<file path="config.mk">
export PLATFORM = sky130hd
export DESIGN_NAME = traffic_light_ctrl
export DESIGN_NICKNAME = d
export VERILOG_FILES = /design/src/rtl/traffic_pkg.sv /design/src/rtl/tl_phase_counter.sv /design/src/rtl/traffic_light_ctrl.sv
export SDC_FILE = /design/constraint.sdc
export NUM_CORES = 1
export LEC_CHECK = 0
export BUFFER_PORTS_ARGS = -buffer_cell sky130_fd_sc_hd__buf_4
export CELL_PAD_IN_SITES_DETAIL_PLACEMENT = 0
export CELL_PAD_IN_SITES_GLOBAL_PLACEMENT = 2
export CORE_MARGIN = 4
export CORE_UTILIZATION = 33
export CTS_BUF_LIST = sky130_fd_sc_hd__clkbuf_4 sky130_fd_sc_hd__clkbuf_8
export DETAILED_ROUTE_END_ITERATION = 12
export PLACE_DENSITY_LB_ADDON = 0.1
export SLEW_MARGIN = 20
export SYNTH_ARGS = -nofsm -noshare
export SYNTH_HDL_FRONTEND = slang
export SYNTH_SLANG_ARGS = --single-unit
</file>
<file path="constraint.sdc">
create_clock -name clk -period 4.53 [get_ports clk]
set_clock_uncertainty 0.15 [all_clocks]
set_input_delay 0.906 -clock clk [delete_from_list [all_inputs] [get_ports clk]]
set_output_delay 0.906 -clock clk [all_outputs]
set_load 0.05 [all_outputs]
</file>
<file path="src/rtl/traffic_pkg.sv">
// rtl/traffic_pkg.sv - shared state encoding and counter width for the traffic light controller
package traffic_pkg;

    localparam int CNT_W = 4;

    typedef enum logic [1:0] {
        RED    = 2'b00,
        GREEN  = 2'b01,
        YELLOW = 2'b10
    } tl_state_e;

endpackage

</file>
<file path="src/rtl/tl_phase_counter.sv">
// rtl/tl_phase_counter.sv - phase counter with synchronous clear and enable, wraps modulo 2**CNT_W
module tl_phase_counter
    import traffic_pkg::*;
(
    input  logic             clk,
    input  logic             rst,
    input  logic             i_clr,
    input  logic             i_en,
    output logic [CNT_W-1:0] o_count
);

    logic [CNT_W-1:0] r_count;

    always_ff @(posedge clk) begin
        if (rst) begin
            r_count <= '0;
        end else if (i_en) begin
            if (i_clr) begin
                r_count <= '0;
            end else begin
                r_count <= r_count + 1'b1;
            end
        end
    end

    assign o_count = r_count;

endmodule

</file>
<file path="src/rtl/traffic_light_ctrl.sv">
// rtl/traffic_light_ctrl.sv - RED/GREEN/YELLOW sequencer with pedestrian latch and walk lamp
module traffic_light_ctrl
    import traffic_pkg::*;
#(
    parameter int MIN_GREEN = 2
) (
    input  logic             clk,
    input  logic             rst,
    input  logic             en,
    input  logic             ped_req,
    input  logic             eq_red_time,
    input  logic             eq_yellow_time,
    input  logic             eq_green_time,
    output logic [CNT_W-1:0] count,
    output logic             red,
    output logic             yellow,
    output logic             green,
    output logic             walk,
    output logic             ped_pending
);

    tl_state_e        r_state;
    tl_state_e        w_next_state;
    logic             w_phase_done;
    logic             w_adv;
    logic             w_serve;
    logic [CNT_W-1:0] w_count;
    logic             r_red;
    logic             r_yellow;
    logic             r_green;
    logic             r_walk;
    logic             r_ped_pending;

    // Only the comparator flag of the current phase is looked at.
    always_comb begin
        w_phase_done = 1'b0;
        w_next_state = r_state;
        case (r_state)
            RED: begin
                if (eq_red_time) begin
                    w_phase_done = 1'b1;
                    w_next_state = GREEN;
                end
            end
            GREEN: begin
                if (eq_green_time ||
                    (r_ped_pending && (w_count >= CNT_W'(MIN_GREEN)))) begin
                    w_phase_done = 1'b1;
                    w_next_state = YELLOW;
                end
            end
            YELLOW: begin
                if (eq_yellow_time) begin
                    w_phase_done = 1'b1;
                    w_next_state = RED;
                end
            end
            default: begin
                w_phase_done = 1'b1;
                w_next_state = RED;
            end
        endcase
    end

    assign w_adv   = en & w_phase_done;
    assign w_serve = w_adv & (r_state == YELLOW) & r_ped_pending;

    tl_phase_counter u_counter (
        .clk     (clk),
        .rst     (rst),
        .i_clr   (w_adv),
        .i_en    (en),
        .o_count (w_count)
    );

    always_ff @(posedge clk) begin
        if (rst) begin
            r_state       <= RED;
            r_red         <= 1'b1;
            r_yellow      <= 1'b0;
            r_green       <= 1'b0;
            r_walk        <= 1'b0;
            r_ped_pending <= 1'b0;
        end else begin
            if (en) begin
                r_state  <= w_next_state;
                r_red    <= (w_next_state == RED);
                r_yellow <= (w_next_state == YELLOW);
                r_green  <= (w_next_state == GREEN);
            end
            if (w_serve) begin
                r_walk <= 1'b1;
            end else if (w_adv && (r_state == RED)) begin
                r_walk <= 1'b0;
            end
            // A new request on the serving edge keeps the latch set.
            r_ped_pending <= ped_req | (r_ped_pending & ~w_serve);
        end
    end

    assign count       = w_count;
    assign red         = r_red;
    assign yellow      = r_yellow;
    assign green       = r_green;
    assign walk        = r_walk;
    assign ped_pending = r_ped_pending;

endmodule

</file>
==> results.yml <==
cells_and_area:
  area_growth_pct: 25.22
  fin_util_pct: 45.32
  nets: 85
  fill_cells: 171
  n_antenna_cell: 0
  drive_gt1_share_pct: 30.67
critical_path:
  crit_buf_inv: 1
  worst_path_max_delay_cell: "dfxtp_1"
  worst_ep_required_time_ns: 3.47
  endpoint_kind: "output pin"
  reg2reg_depth: 5
  critical_path_class: "flip-flop to output pin"
  crit_path_cell_trace: "buf_4"
  slowest_delay_ns: 0.48
  path_depth: 1
  arrival_ns: 1.01
  startpoint_type: "flip-flop"
  crit_family: "flip-flops"
  cp_max_fo: 7
sta:
  worst_pin_slew_ns: 0.4238
  max_freq_mhz: 484.9
  setup_violations: 0
  min_period_over_period_pct: 45.53
  hold_slack_ns: 0.3167
  fin_ws_ns: 2.468
  fin_crit_ns: 2.062
  rsz0062_at_grt: "no"
  slew_viol_final: 0
  fin_tns_setup_ns: 0
  hold_viol: 0
  slew_headroom_pct: 71.75
clock_tree:
  clock_latency_ns: 0.26
  cts_tree: "done"
  cts-buffers-inserted: 3
  cts_hold_buf: 0
  clock_path_buffers: 2
  postCtsSetupRepairBufs: 0
  root_buffer: "clkbuf_4"
  htreeDepth: 1
  cts_sinks: 11
  cts.clk_slew.worst_paths_ns: 0.07
  ctsResizeCount: 0
yosys:
  synth_fa_ha_area_share_pct: 4.386
  synth_top_family_by_area: "compound AO/OA/AOI/OAI gates"
  synth_mux_area_share_pct: 1.754
  synth-edff-count: 0
  yosysSeqAreaShare_pct: 38.60
  synth_seq_cells: 11
  synth_xor_area_share_pct: 4.605
  synth_simple_gate_area_share_pct: 21.49
  synth_compound_area_share_pct: 23.25
  syn_area_per_cell_um2: 9.509
  ys.flop_type: "dfxtp_1"
  synthDistinctLibCells: 33
  syn_nets: 69
  async_flop_share_pct: 0
  synthCells: 60
  ys_warn_count: 0
  synth_area_um2: 570.5
job:
  max_cap_viol_count: 0
floorplanning:
  start_util_pct: 36.19
  core_um2: 1577
  io_pins: 16
  fp.dieH_um: 49.58
  die_x_um: 49.58
  fp-row-count: 14
  fp.dieArea_um2: 2458
grt:
  grt_overflow: 0
  antenna_found_initial: 0
  grt_pass1_vias: 492
  grt_max_degree: 13
  grt_pass1_wl_um: 2166
  track_usage_pct: 11.48
route:
  drc: 0
  vias: 476
  ant_nets: 0
  drtIter0Drc: 6
  routed_via_density: 5.231
  wl_um: 1227
  wl_per_cell_um: 13.48
  firstDrtPassIters: 6
place:
  port_buffers: 15
  place_ws_ns: 2.565
  gp_congestion: 0.7598
  place.detailed.hpwl_um: 939
outcome:
  outcome: "finished, final reports clean"
power_and_ir_drop:
  p_per_area_nw_per_um2: 335.1
  peakVddDrop_v: 0.0001517
  cellLeakagePower_nw: 0.2872
  totalPowerFinal_mw: 0.2394
hold_path:
  hp-class: "flip-flop to flip-flop"
  min_path_cells: 1
==> synth_stat cells (all sizes together), types with 2 or more instances <==
cell | n | area, um2
nor3 | 4 | 20.02
ha | 2 | 25.02
clkbuf | 2 | 8.750
dfxtp | 11 | 220.2
buf | 2 | 10.01
nand2 | 5 | 18.77
inv | 4 | 15.01
nor2 | 3 | 11.26
xor2 | 2 | 17.52
a21oi | 3 | 15.01
==> routing by layer <==
metal	part of all wire (%)	up-vias	GRT usage, %
met3	5.5	2	4.217
met1	47	218	13.84
li1	-	246	-
met5	0	-	0
met2	46	10	17.84
met4	1.3	0	5.530
==> final timing paths <==
path,start,endpoint,slack (ns)
min,walk$_SDFFE_PP0P_,walk$_SDFFE_PP0P_,0.32
min reg2reg,walk$_SDFFE_PP0P_,walk$_SDFFE_PP0P_,0.32
max reg2reg,u_counter.o_count[0]$_SDFFE_PP0P_,red$_SDFFE_PP1P_,2.82
max,u_counter.o_count[1]$_SDFFE_PP0P_,count[1],2.47
==> cell type report <==
class	instances	area, um2	share of cell area (%)
clock buffer	4	30.03	4.203
sequential	11	220.2	30.82
timing repair buffer	15	112.6	15.76
multi-input combinational	41	316.6	44.31
tap	16	20.02	2.802
inverter	4	15.01	2.102
==> flip-flops by register name, indices dropped and copies added, names as in the netlist <==
register / flops
walk: 1
green: 1
red: 1
yellow: 1
ped_pending: 1
r_state: 2
u_counter.o_count: 4
==> cell usage in the layout, fill, tap and decap left out, types with 2 or more instances in the layout <==
master	synthesis	final
a21oi_1	3	3
buf_4	0	15
clkbuf_4	0	4
dfxtp_1	11	11
ha_1	2	2
inv_1	4	4
nand2_1	5	5
nor2_1	3	3
nor3_1	4	4
xor2_1	2	2
==> power breakdown <==
group	switching, mW	total [mW]	internal (mW)
sequential	0.00791	0.111	0.103
clock	0.0337	0.0737	0.0400
combinational	0.0335	0.0551	0.0216
==> stage by stage <==
stage	instances	instance area [um2]
after floorplan	60	570.5
after global placement	87	684.4
after detailed placement	87	684.4
after CTS	91	714.4
after global routing	91	714.4
final	91	714.4
==> cell families (layout without fill, tap and decap cells) <==
| family | after synthesis | count (layout) |
|---|---|---|
| AO/OA/AOI/OAI | 13 | 13 |
| AND/OR/NAND/NOR | 22 | 22 |
| flip-flops | 11 | 11 |
| multiplexers | 1 | 1 |
| buffers and inverters | 8 | 23 |
| adder cells (fa/ha/maj) | 2 | 2 |
| XOR/XNOR | 3 | 3 |
Power figures use the tool's default switching activity.
